`src/rtl/mem_bus_arbiter_rw_pkg.sv`:
```
// Shared types and sizing helpers for the read/write bus arbiter.
package mem_bus_arbiter_rw_pkg;

  typedef enum logic [1:0] {
    IDLE = 2'd0,
    ADDR = 2'd1,
    RESP = 2'd2
  } arb_state_t;

  typedef enum logic {
    OP_READ  = 1'b0,
    OP_WRITE = 1'b1
  } arb_op_t;

  localparam int ADDR_WIDTH = 32;

  // Channel-index width; a single channel still needs one bit.
  function automatic int arb_ch_w(input int n);
    return (n > 1) ? $clog2(n) : 1;
  endfunction

endpackage

```
`src/rtl/mem_bus_arbiter_rw_rr_priority_pick.sv`:
```
// Round-robin pick: first set request at or after ptr, wrapping to 0.
module rr_priority_pick #(
  parameter int NUM_CH = 3,
  parameter int IDX_W  = 2
) (
  input  logic [NUM_CH-1:0] req,
  input  logic [IDX_W-1:0]  ptr,
  output logic [NUM_CH-1:0] gnt,
  output logic [IDX_W-1:0]  idx,
  output logic              any
);

  int c;

  // Scan from the farthest slot back to ptr so the nearest request wins last.
  always_comb begin
    gnt = '0;
    idx = '0;
    any = 1'b0;
    c   = 0;
    for (int k = NUM_CH - 1; k >= 0; k--) begin
      c = (int'(ptr) + k) % NUM_CH;
      if (req[c]) begin
        any    = 1'b1;
        idx    = IDX_W'(c);
        gnt    = '0;
        gnt[c] = 1'b1;
      end
    end
  end

endmodule

```
`src/rtl/mem_bus_arbiter_rw.sv`:
```
// N-to-1 round-robin arbiter of read/write controllers onto one device port,
// one transaction outstanding, with a response watchdog.
module mem_bus_arbiter_rw
  import mem_bus_arbiter_rw_pkg::*;
#(
  parameter int NUM_CH    = 3,
  parameter int WIDTH     = 32,
  parameter int TIMEOUT   = 1024,
  parameter int ADDR_W    = ADDR_WIDTH,
  parameter int WORD_SIZE = WIDTH / 8,
  parameter int ARB_CH_W  = arb_ch_w(NUM_CH)
) (
  input  logic                               CLK,
  input  logic                               RST_N,
  input  logic [NUM_CH-1:0][ADDR_W-1:0]      c_read_addr,
  input  logic [NUM_CH-1:0]                  c_read_addr_valid,
  output logic [NUM_CH-1:0]                  c_read_addr_ready,
  output logic [WIDTH-1:0]                   c_read_data,
  output logic [NUM_CH-1:0]                  c_read_data_valid,
  input  logic [NUM_CH-1:0][ADDR_W-1:0]      c_write_addr,
  input  logic [NUM_CH-1:0]                  c_write_addr_valid,
  input  logic [NUM_CH-1:0][WIDTH-1:0]       c_write_data,
  output logic [NUM_CH-1:0]                  c_write_addr_ready,
  output logic [NUM_CH-1:0]                  c_write_resp_valid,
  input  logic [NUM_CH-1:0][WORD_SIZE-1:0]   c_strobe,
  input  logic [NUM_CH-1:0][1:0]             c_size,
  input  logic [NUM_CH-1:0]                  c_lu,
  output logic [ADDR_W-1:0]                  d_read_addr,
  output logic                               d_read_addr_valid,
  output logic [ADDR_W-1:0]                  d_write_addr,
  output logic                               d_write_addr_valid,
  output logic [WIDTH-1:0]                   d_write_data,
  output logic [WORD_SIZE-1:0]               d_strobe,
  output logic [1:0]                         d_size,
  output logic                               d_lu,
  input  logic                               d_read_addr_ready,
  input  logic [WIDTH-1:0]                   d_read_data,
  input  logic                               d_read_data_valid,
  input  logic                               d_write_addr_ready,
  input  logic                               d_write_resp_valid,
  output logic                               timeout_err,
  output logic [ARB_CH_W-1:0]                timeout_ch
);

  localparam int CNT_W = $clog2(TIMEOUT + 2);

  arb_state_t          state, state_n;
  arb_op_t             op;
  logic [ARB_CH_W-1:0] g, ptr, pick_idx;
  logic [NUM_CH-1:0]   req, pick_gnt;
  logic                pick_any, tmo, done, tmo_fire, rsp_in;
  logic [CNT_W-1:0]    cnt;

  assign req = c_read_addr_valid | c_write_addr_valid;

  rr_priority_pick #(.NUM_CH(NUM_CH), .IDX_W(ARB_CH_W)) u_pick (
    .req (req),
    .ptr (ptr),
    .gnt (pick_gnt),
    .idx (pick_idx),
    .any (pick_any)
  );

  // Request payload follows the registered grant; only the valids are gated.
  assign d_read_addr  = c_read_addr[g];
  assign d_write_addr = c_write_addr[g];
  assign d_write_data = c_write_data[g];
  assign d_strobe     = c_strobe[g];
  assign d_size       = c_size[g];
  assign d_lu         = c_lu[g];

  assign tmo = (TIMEOUT != 0) && (cnt == CNT_W'(TIMEOUT));

  // Everything is forced idle while RST_N is low so an abandoned transaction
  // cannot leak a response in the reset cycle itself.
  always_comb begin
    state_n            = state;
    d_read_addr_valid  = 1'b0;
    d_write_addr_valid = 1'b0;
    c_read_addr_ready  = '0;
    c_write_addr_ready = '0;
    c_read_data_valid  = '0;
    c_write_resp_valid = '0;
    c_read_data        = '0;
    done               = 1'b0;
    tmo_fire           = 1'b0;
    rsp_in             = 1'b0;
    if (RST_N) begin
      unique case (state)
        IDLE: if (pick_any) state_n = ADDR;
        ADDR: begin
          d_write_addr_valid = (op == OP_WRITE);
          d_read_addr_valid  = (op == OP_READ);
          if (tmo || ((op == OP_WRITE) ? d_write_addr_ready : d_read_addr_ready)) begin
            if (op == OP_WRITE) c_write_addr_ready[g] = 1'b1;
            else                c_read_addr_ready[g]  = 1'b1;
            state_n = tmo ? IDLE : RESP;
          end
          if (tmo) begin
            tmo_fire = 1'b1;
            done     = 1'b1;
            if (op == OP_WRITE) c_write_resp_valid[g] = 1'b1;
            else                c_read_data_valid[g]  = 1'b1;
          end
        end
        RESP: begin
          rsp_in = (op == OP_WRITE) ? d_write_resp_valid : d_read_data_valid;
          // A real response in the watchdog cycle still wins.
          if (rsp_in || tmo) begin
            done     = 1'b1;
            tmo_fire = !rsp_in;
            state_n  = IDLE;
            if (op == OP_WRITE) c_write_resp_valid[g] = 1'b1;
            else begin
              c_read_data_valid[g] = 1'b1;
              if (rsp_in) c_read_data = d_read_data;
            end
          end
        end
        default: state_n = IDLE;
      endcase
    end
  end

  always_ff @(posedge CLK) begin
    if (!RST_N) begin
      state       <= IDLE;
      op          <= OP_READ;
      g           <= '0;
      ptr         <= '0;
      cnt         <= '0;
      timeout_err <= 1'b0;
      timeout_ch  <= '0;
    end else begin
      state <= state_n;
      if (state == IDLE && pick_any) begin
        g   <= pick_idx;
        op  <= (|(c_write_addr_valid & pick_gnt)) ? OP_WRITE : OP_READ;
        cnt <= '0;
      end else if (state != IDLE) begin
        cnt <= cnt + 1'b1;
      end
      if (done) ptr <= (g == ARB_CH_W'(NUM_CH - 1)) ? '0 : g + 1'b1;
      if (tmo_fire) begin
        timeout_err <= 1'b1;
        if (!timeout_err) timeout_ch <= g;
      end
    end
  end

endmodule

```
`config.mk`:
```
export PLATFORM = sky130hd
export DESIGN_NAME = mem_bus_arbiter_rw
export DESIGN_NICKNAME = d
export VERILOG_FILES = /design/src/rtl/mem_bus_arbiter_rw_pkg.sv /design/src/rtl/mem_bus_arbiter_rw_rr_priority_pick.sv /design/src/rtl/mem_bus_arbiter_rw.sv
export SDC_FILE = /design/constraint.sdc
export NUM_CORES = 1
export LEC_CHECK = 0
export CORE_AREA = 2 2 198 200
export DETAILED_ROUTE_END_ITERATION = 12
export DIE_AREA = 0 0 200 202
export GPL_ROUTABILITY_DRIVEN = 0
export SLEW_MARGIN = 20
export SYNTH_ARGS = -nofsm -noshare
export SYNTH_HDL_FRONTEND = slang
export SYNTH_SLANG_ARGS = --single-unit
export TNS_END_PERCENT = 20
```
`constraint.sdc`:
```
create_clock -name CLK -period 2.5 [get_ports CLK]
set_input_delay 0.5 -clock CLK [delete_from_list [all_inputs] [get_ports CLK]]
set_output_delay 0.5 -clock CLK [all_outputs]
set_load 0.01 [all_outputs]
```
==> results.txt, run 1 <==
The flow ran to the end, but the final reports show violations. The final reports fail on setup timing. The number of maximum-capacitance constraint violations was 0; the critical path arrival was 2060 ps. The die is 200 um wide. The top-area cell type share of the netlist area was 29.1%. The tools report the final critical-path setup slack as -61.3 ps. Setup violations remaining at the end of the flow were counted as 3. The origin of the critical flop-to-flop path is ptr[0]. The number of fill cells in the layout was 4148; the tightest slew margin relative to the limit was 65.7%. Of all flip-flops after synthesis, the portion carrying an async set or reset was 0%. The growth of design area from synthesis to finish came out at 174%. The later pin in the worst-skew pair is clocked with a latency of 260 ps. The tightest hold path in the finished design has a slack of 478 ps. The synthesized area per cell was 6.64 um2; the number of antenna violations at the first check in global routing was 3. The worst ir drop on vdd is 304 uV, and the total power per unit cell area is 327 nW/um2. In this run, synthesis inferred 0 flip-flops with an integrated enable.

For this configuration, the core starts out at a cell density of 9.61%. Setup repair after global routing could not meet its margin everywhere. Largest net degree at the start of global routing: 77.

Summed over all instances, the cell type with the most area after synthesis is mux2i_1. In the routed design, unresolved DRC markers number 0. The routed layout has 6078 vias.

After clock tree synthesis, the clock-pin slew on the worst setup and hold paths is 60 ps. The critical path class was flip-flop to primary output. Synthesis inferred 21 register bits. The largest fanout on the critical path works out to 2. On the critical path the largest part of the delay comes from simple AND/OR/NAND/NOR gates.

For this design, the slowest cell found on the critical path is or4_4. For the pin with the worst max-slew slack, the measured transition is 507 ps. The floorplan row count was 72; the detailed-route wire length was 28200 um.

The critical path goes through or4_4 -> or3_4 -> nand2_4 -> nand2_4 -> buf_6 -> nor3_2 -> buf_2. The first global-routing pass estimated 36400 um of wire. The number of hold buffers added after cts is 0.

In this run the count of I/O pins placed on the die edge is 505. The mapped cell area is 3680 um2. The floorplan step defined a die boundary enclosing 40400 um2. The first detailed-routing pass ran for 7 iterations.

The run gives 914 as the post-synth net total. The largest single stage delay on the critical path is 540 ps. TritonCTS built the clock tree. The final-report hold violation count is 0.

The tools report the total routing usage reported by global routing as 11.9%. In the final routed layout, each cell accounts on average for 17.5 um. The run gives 2 as the maximum clock path buffer count. The most critical setup path has its startpoint at cnt[5].

The core area was 38300 um2. Sorting the synthesized cells by area gives the leading types as mux2i_1, o21ai_0, nand2_1. Timing would allow up to 0.390 GHz. The netlist uses 45 different library cells. In this run the remaining antenna-violating nets after routing total 0.

The final layout contains 1453 nets. Excluding fillers, the count of instances in the completed layout stands at 1612. The run gives 5908 as the via count of the first global-routing pass.

The startpoint identified for the worst hold timing path is ptr[0]. Counting both buffers and inverters, the worst setup path holds a total of 2. The routed design could run at a clock period as short as 2560 ps.

Total overflow reported by the global router: 0. The max-slew violation count is 0. For the iteration-0 DRC count of the detailed router, the log shows 238. Area occupied by registers: 429 um2.

The worst path uses 102% of the clock period. STA classifies the critical path startpoint as a flip-flop. The HPWL after detailed placement is 22900 um. The number of clock buffers added by TritonCTS is 3. For this run, the number of Yosys warnings is 0.

The worst setup path is captured at a primary output. The leakage component of the power was 3.84 nW; the count of port buffers added during placement was 504. In the routed layout, each cell is associated on average with a via count of 3.77. In this run the worst hold path is classified as flip-flop to flip-flop. The final setup skew was 6.55 ps. The most used flip-flop cell after synthesis is dfxtp_1. Summing all multi-input logic gate instances after layout gives 3160 um2.

Counting tap cells, the placed design contains a total of 1591 instances. The die height was 202 um; the required time at the endpoint of the critical path was 2000 ps. Number of levels in the clock H-tree: 1. The clock tree root buffer cell is clkbuf_16. Counting stages on the worst path, the most repeated cell is nand2_4. The fraction of layout instances using a drive strength above 1 is 11.6%, and the cell count after synthesis is 554.

The run gives 11.4% as the post-synthesis sequential area ratio. The TritonCTS sink count is 21.
worst min-delay path, delay by kind of cell (launching register included):
family | cells | cell delay (ps)
compound gates | 1 | 50
flops | 1 | 320
simple gates | 1 | 60
worst paths after layout:
| check | end | slack, ps | depth (start not counted) |
|---|---|---|---|
| worst max-delay path | c_read_addr_ready[0] | -60 | 7 |
| worst min-delay path | ptr[0] | 480 | 2 |
| worst max register to register | g[0] | 260 | 7 |
| worst min register to register | ptr[0] | 480 | 2 |
registers in the layout, indices dropped and copies added (netlist names):
name	cells
cnt	11
ptr	2
timeout_err	1
timeout_ch	2
state	2
g	2
op	1
cell type report:
type                            count  area share [%]
Sequential cell                    21            4.26
Multi-Input combinational cell    480            31.3
Antenna cell                        2          0.0497
Tap cell                          518            6.44
Timing Repair Buffer              579            56.8
Inverter                            8           0.298
Clock buffer                        3           0.746
Clock inverter                      1          0.0621
synth_stat cells (3+ instances only):
master	instances
nand2_1	125
o21ai_0	109
mux2i_1	107
clkbuf_1	39
and2_1	34
dfxtp_1	21
nor2_1	20
nand3_1	9
inv_1	8
ha_1	7
nor3_1	7
a21oi_1	6
buf_2	6
xor2_1	6
and3_1	4
nand3b_1	4
nand4_1	4
nand2b_1	3
repair_timing:
item / in CTS / in global routing
resized for setup: 136 / 30
setup endpoints to repair: 117 / 95
pin swaps: 3 / 4
setup buffers: 1 / 9
cloned: 0 / 5
report_power, final:
group | leakage [nW] | switching (mW) | internal [mW]
clock network | 0.0414 | 0.129 | 0.217
logic | 3.63 | 1.06 | 1.48
registers | 0.172 | 0.0411 | 0.370
kinds of logic (layout without fill, tap and decap cells):
kind of cell	Yosys count	in the layout	synth area share [%]
AO/OA/AOI/OAI	128	128	19.4
XOR/XNOR	8	8	1.90
adder cells (fa/ha/maj)	9	9	2.92
buffers and inverters	53	591	5.61
flip-flops	21	21	11.4
multiplexers	107	107	29.1
other	0	2	0
AND/OR/NAND/NOR	228	228	29.6
metal layers:
layer  vias up  share of wire (%)  track usage, %
met5         -              0.046               0
met1      2767                 40            14.2
li1       3002                  -               -
met2       287                 47            20.8
met4         2                2.1            2.70
met3        20                 10            3.65
stage by stage:
step                util, %  setup TNS [ps]  instance area (um2)  power (mW)  setup WS (ps)
floorplan                 -               0                 3680        1.29            296
CTS                    25.5           -2700                 9780        3.23           -128
global route           26.3           -2160                10100        3.50           -123
detailed placement     25.5          -17020                 9760        2.87           -572
global placement       25.5          -15740                 9760        2.85           -579
finish                 26.3           -85.5                10100        3.30          -61.3
cells in the final DEF, fill, tap and decap left out, types with 4 or more instances in the layout:
cell and instances:
buf_4 63, clkbuf_16 8, nand2_1 122, clkdlybuf4s50_1 412, nand3_1 8, inv_1 7
dlygate4sd2_1 63, dlymetal6s2s_1 13, ha_1 6, buf_2 11, nand4_1 4, dfxtp_1 18
nor2_1 16, o21ai_0 98, buf_12 7, xor2_1 6, nand3b_1 4, a21oi_1 6
o21ai_1 11, mux2i_1 106, nor3_2 5, and2_1 34, and3_1 4
Power figures use the tool's default switching activity.
==> inputs of run 2 (changes only) <==
Settings changed: RECOVER_POWER from default to 50.
==> results.txt, run 2 (synthesized netlist as in run 1, its figures left out) <==
The number of maximum-capacitance constraint violations is 0 (unchanged), and the total of endpoints with negative setup slack in the final report is 2 (-1). Element type at the critical path end: a primary output. The detailed-route wire length is 28200 um (about the same), and the fraction of layout instances using a drive strength above 1 is 11.3% (-0.37 points). The tree is rooted in a clkbuf_16. The total power per unit cell area was 326 nW/um2 (-0.31%); the highest cell delay on the worst timing path was 540 ps (about the same).

The worst ir drop on vdd was 304 uV (about the same); the total negative setup slack was -86.1 ps (-0.577 ps). The pin slew with the least headroom to its limit works out to 582 ps (+75.1 ps). STA classifies the critical path startpoint as a flip-flop.

The placed instance count is 1591 (unchanged), and the half-perimeter wire length after detailed placement is 22900 um (unchanged). The number of hold buffers added after cts came out at 0 (unchanged). The tools report the first-pass iteration count of the detailed router as 5 (-2). The critical path arrival is 2060 ps (about the same).

The global-route wire length before repair is 36400 um (unchanged), and the maximum clock path buffer count is 2 (unchanged). The standard cell with the maximum stage delay on the critical path is or4_4. The checks that failed: setup timing. The library cell used most frequently in the layout, excluding fill and tap cells, is clkdlybuf4s50_1. Pre-CTS setup slack: -572 ps (unchanged).

The register ranked first by flip-flop count was cnt. The final period demand of the worst path was 2560 ps (-0.0526 ps). The final setup skew was 6.78 ps (+0.231 ps). The largest fanout on the critical path was 2 (unchanged). The die height came out at 202 um (unchanged). The logs give 0 (unchanged) for the max-slew violation count and 4171 (+0.55%) for the number of fill cells in the layout. The tools report the post-route non-filler standard cell count as 1612 (unchanged). Largest net degree at the start of global routing: 77 (unchanged).

The tools report the core area as 38300 um2 (unchanged). The number of nets in the layout is 1453 (unchanged). By instance count, the cell type seen most on the critical path is nand2_4. The final cycle utilization of the critical path is 102% (about the same), and the die outline area is 40400 um2 (unchanged). The via count of the first global-routing pass is 5908 (unchanged). The I/O pin total was 505 (unchanged).

The run gives 3 (unchanged) as the total clock buffers created by CTS. Setup repair after global routing could not meet its margin everywhere. The total number of vias is 6138 (+0.99%), and the tightest slew margin relative to the limit is 60.6% (-5.1 points). The growth of design area from synthesis to finish works out to 171%. Total routing usage reported by global routing: 11.9% (unchanged). The number of antenna violations at the first check in global routing is 3 (unchanged), and the starting utilization of the core area is 9.61% (unchanged). The flip-flop count of the largest register, all copies and words added is 11 (unchanged). The tools report the number of antenna-violating nets in the routed design as 0 (unchanged). Count of port buffers added during placement: 504 (unchanged). In this run the worst hold path is classified as flip-flop to flip-flop. The maximum clock rate was 0.390 GHz (about the same); the finished layout cell area was 9970 um2 (-0.96%).

The number of levels in the clock H-tree was 1 (unchanged). Walking the worst path, the cells encountered are or4_4 -> or3_4 -> nand2_4 -> nand2_4 -> buf_6 -> nor3_2 -> buf_2. The final-report hold violation count was 0 (unchanged); the die span in x was 200 um (unchanged).

The tools report the TritonCTS sink count as 21 (unchanged). TritonCTS built the clock tree. The critical path is of the flip-flop to primary output type. The post-detailed-route DRC marker count is 0 (unchanged), and the required time at the endpoint of the critical path is 2000 ps (about the same).

For the total overflow reported by the global router, the log shows 0 (unchanged). The library cells used most frequently in the layout, excluding fill and tap cells, are clkdlybuf4s50_1, nand2_1, mux2i_1. The run finished, with violations left. The leakage component of the power came out at 3.74 nW (-2.6%). The cell area after placement was 9760 um2 (unchanged). The final critical-path setup slack is -61.3 ps (+0.0526 ps), and the clock slew at the register clock pins of the worst setup and hold paths is 60 ps (about the same). The vias per cell came out at 3.81 (+0.99%).

The worst hold margin was 477 ps (-0.655 ps). Iteration-0 DRC count of the detailed router: 206 (-13%). The tools report the floorplan row count as 72 (unchanged). The per-cell routed wire length came out at 17.5 um (about the same). The tools report the source-to-sink clock delay at the later pin of the worst-skew pair as 260 ps (about the same).
-- run 2: changes by cell type in the layout (fill, tap and decap cells not counted), sizes merged --
cell           before  now
buf                86   83
clkbuf              8   19
clkdlybuf4s50     412  408
dlygate4sd3         0    4
dlymetal6s2s       13    5
-- run 2: worst paths after layout --
kind | start | end | slack, ps | cells past startpoint
min | timeout_ch[1] | timeout_ch[1] | 480 | 2
min reg2reg | timeout_ch[1] | timeout_ch[1] | 480 | 2
max | cnt[5] | c_read_addr_ready[0] | -60 | 7
max reg2reg | cnt[5] | timeout_ch[0] | 240 | 5
-- run 2: report_power, final --
group	internal [mW]	leakage, nW	switching (mW)
Combinational	1.44	3.53	1.06
Clock	0.217	0.0414	0.129
Sequential	0.370	0.172	0.0412
-- run 2: area by class of cell --
class	count	area, um2	area share [%]
repair buffers	579	5640	56.5
multi-input cells	480	3140	31.5
well taps	518	648	6.50
flip-flops and latches	21	429	4.30
clock buffers	3	75.1	0.753
inverters	8	30.0	0.301
clock inverters	1	6.26	0.0627
diodes	2	5.00	0.0502
-- run 2: per-stage QoR --
step                      power, mW  util [%]
after detailed placement       2.87      25.5
after global placement         2.85      25.5
final                          3.25      26.0
after global routing           3.46      26.0
after floorplan                1.29         -
after CTS                      3.23      25.5
-- run 2: critical path, delay by kind of cell, from the launching register on --
family / cells / cell delay [ps]
and+or+nand+nor: 5 / 1200
buffers and inverters: 2 / 280
DFF: 1 / 320
-- run 2: what timing repair did --
item / CTS / global route
buffers inserted: 1 / 9
pin swaps: 3 / 4
resized for setup: 136 / 30
cloned: 0 / 5
hold endpoints to repair: 0 / 0
setup endpoints to repair: 117 / 95
-- run 2: metal layers --
metal | share of wire (%) | up-vias | routed length (um) | track usage, %
li1 | - | 3006 | - | -
met1 | 40 | 2800 | 11400 | 14.2
met2 | 47 | 306 | 13400 | 20.8
met3 | 10 | 24 | 2870 | 3.65
met4 | 2.1 | 2 | 600 | 2.70
met5 | 0.046 | - | 13 | 0
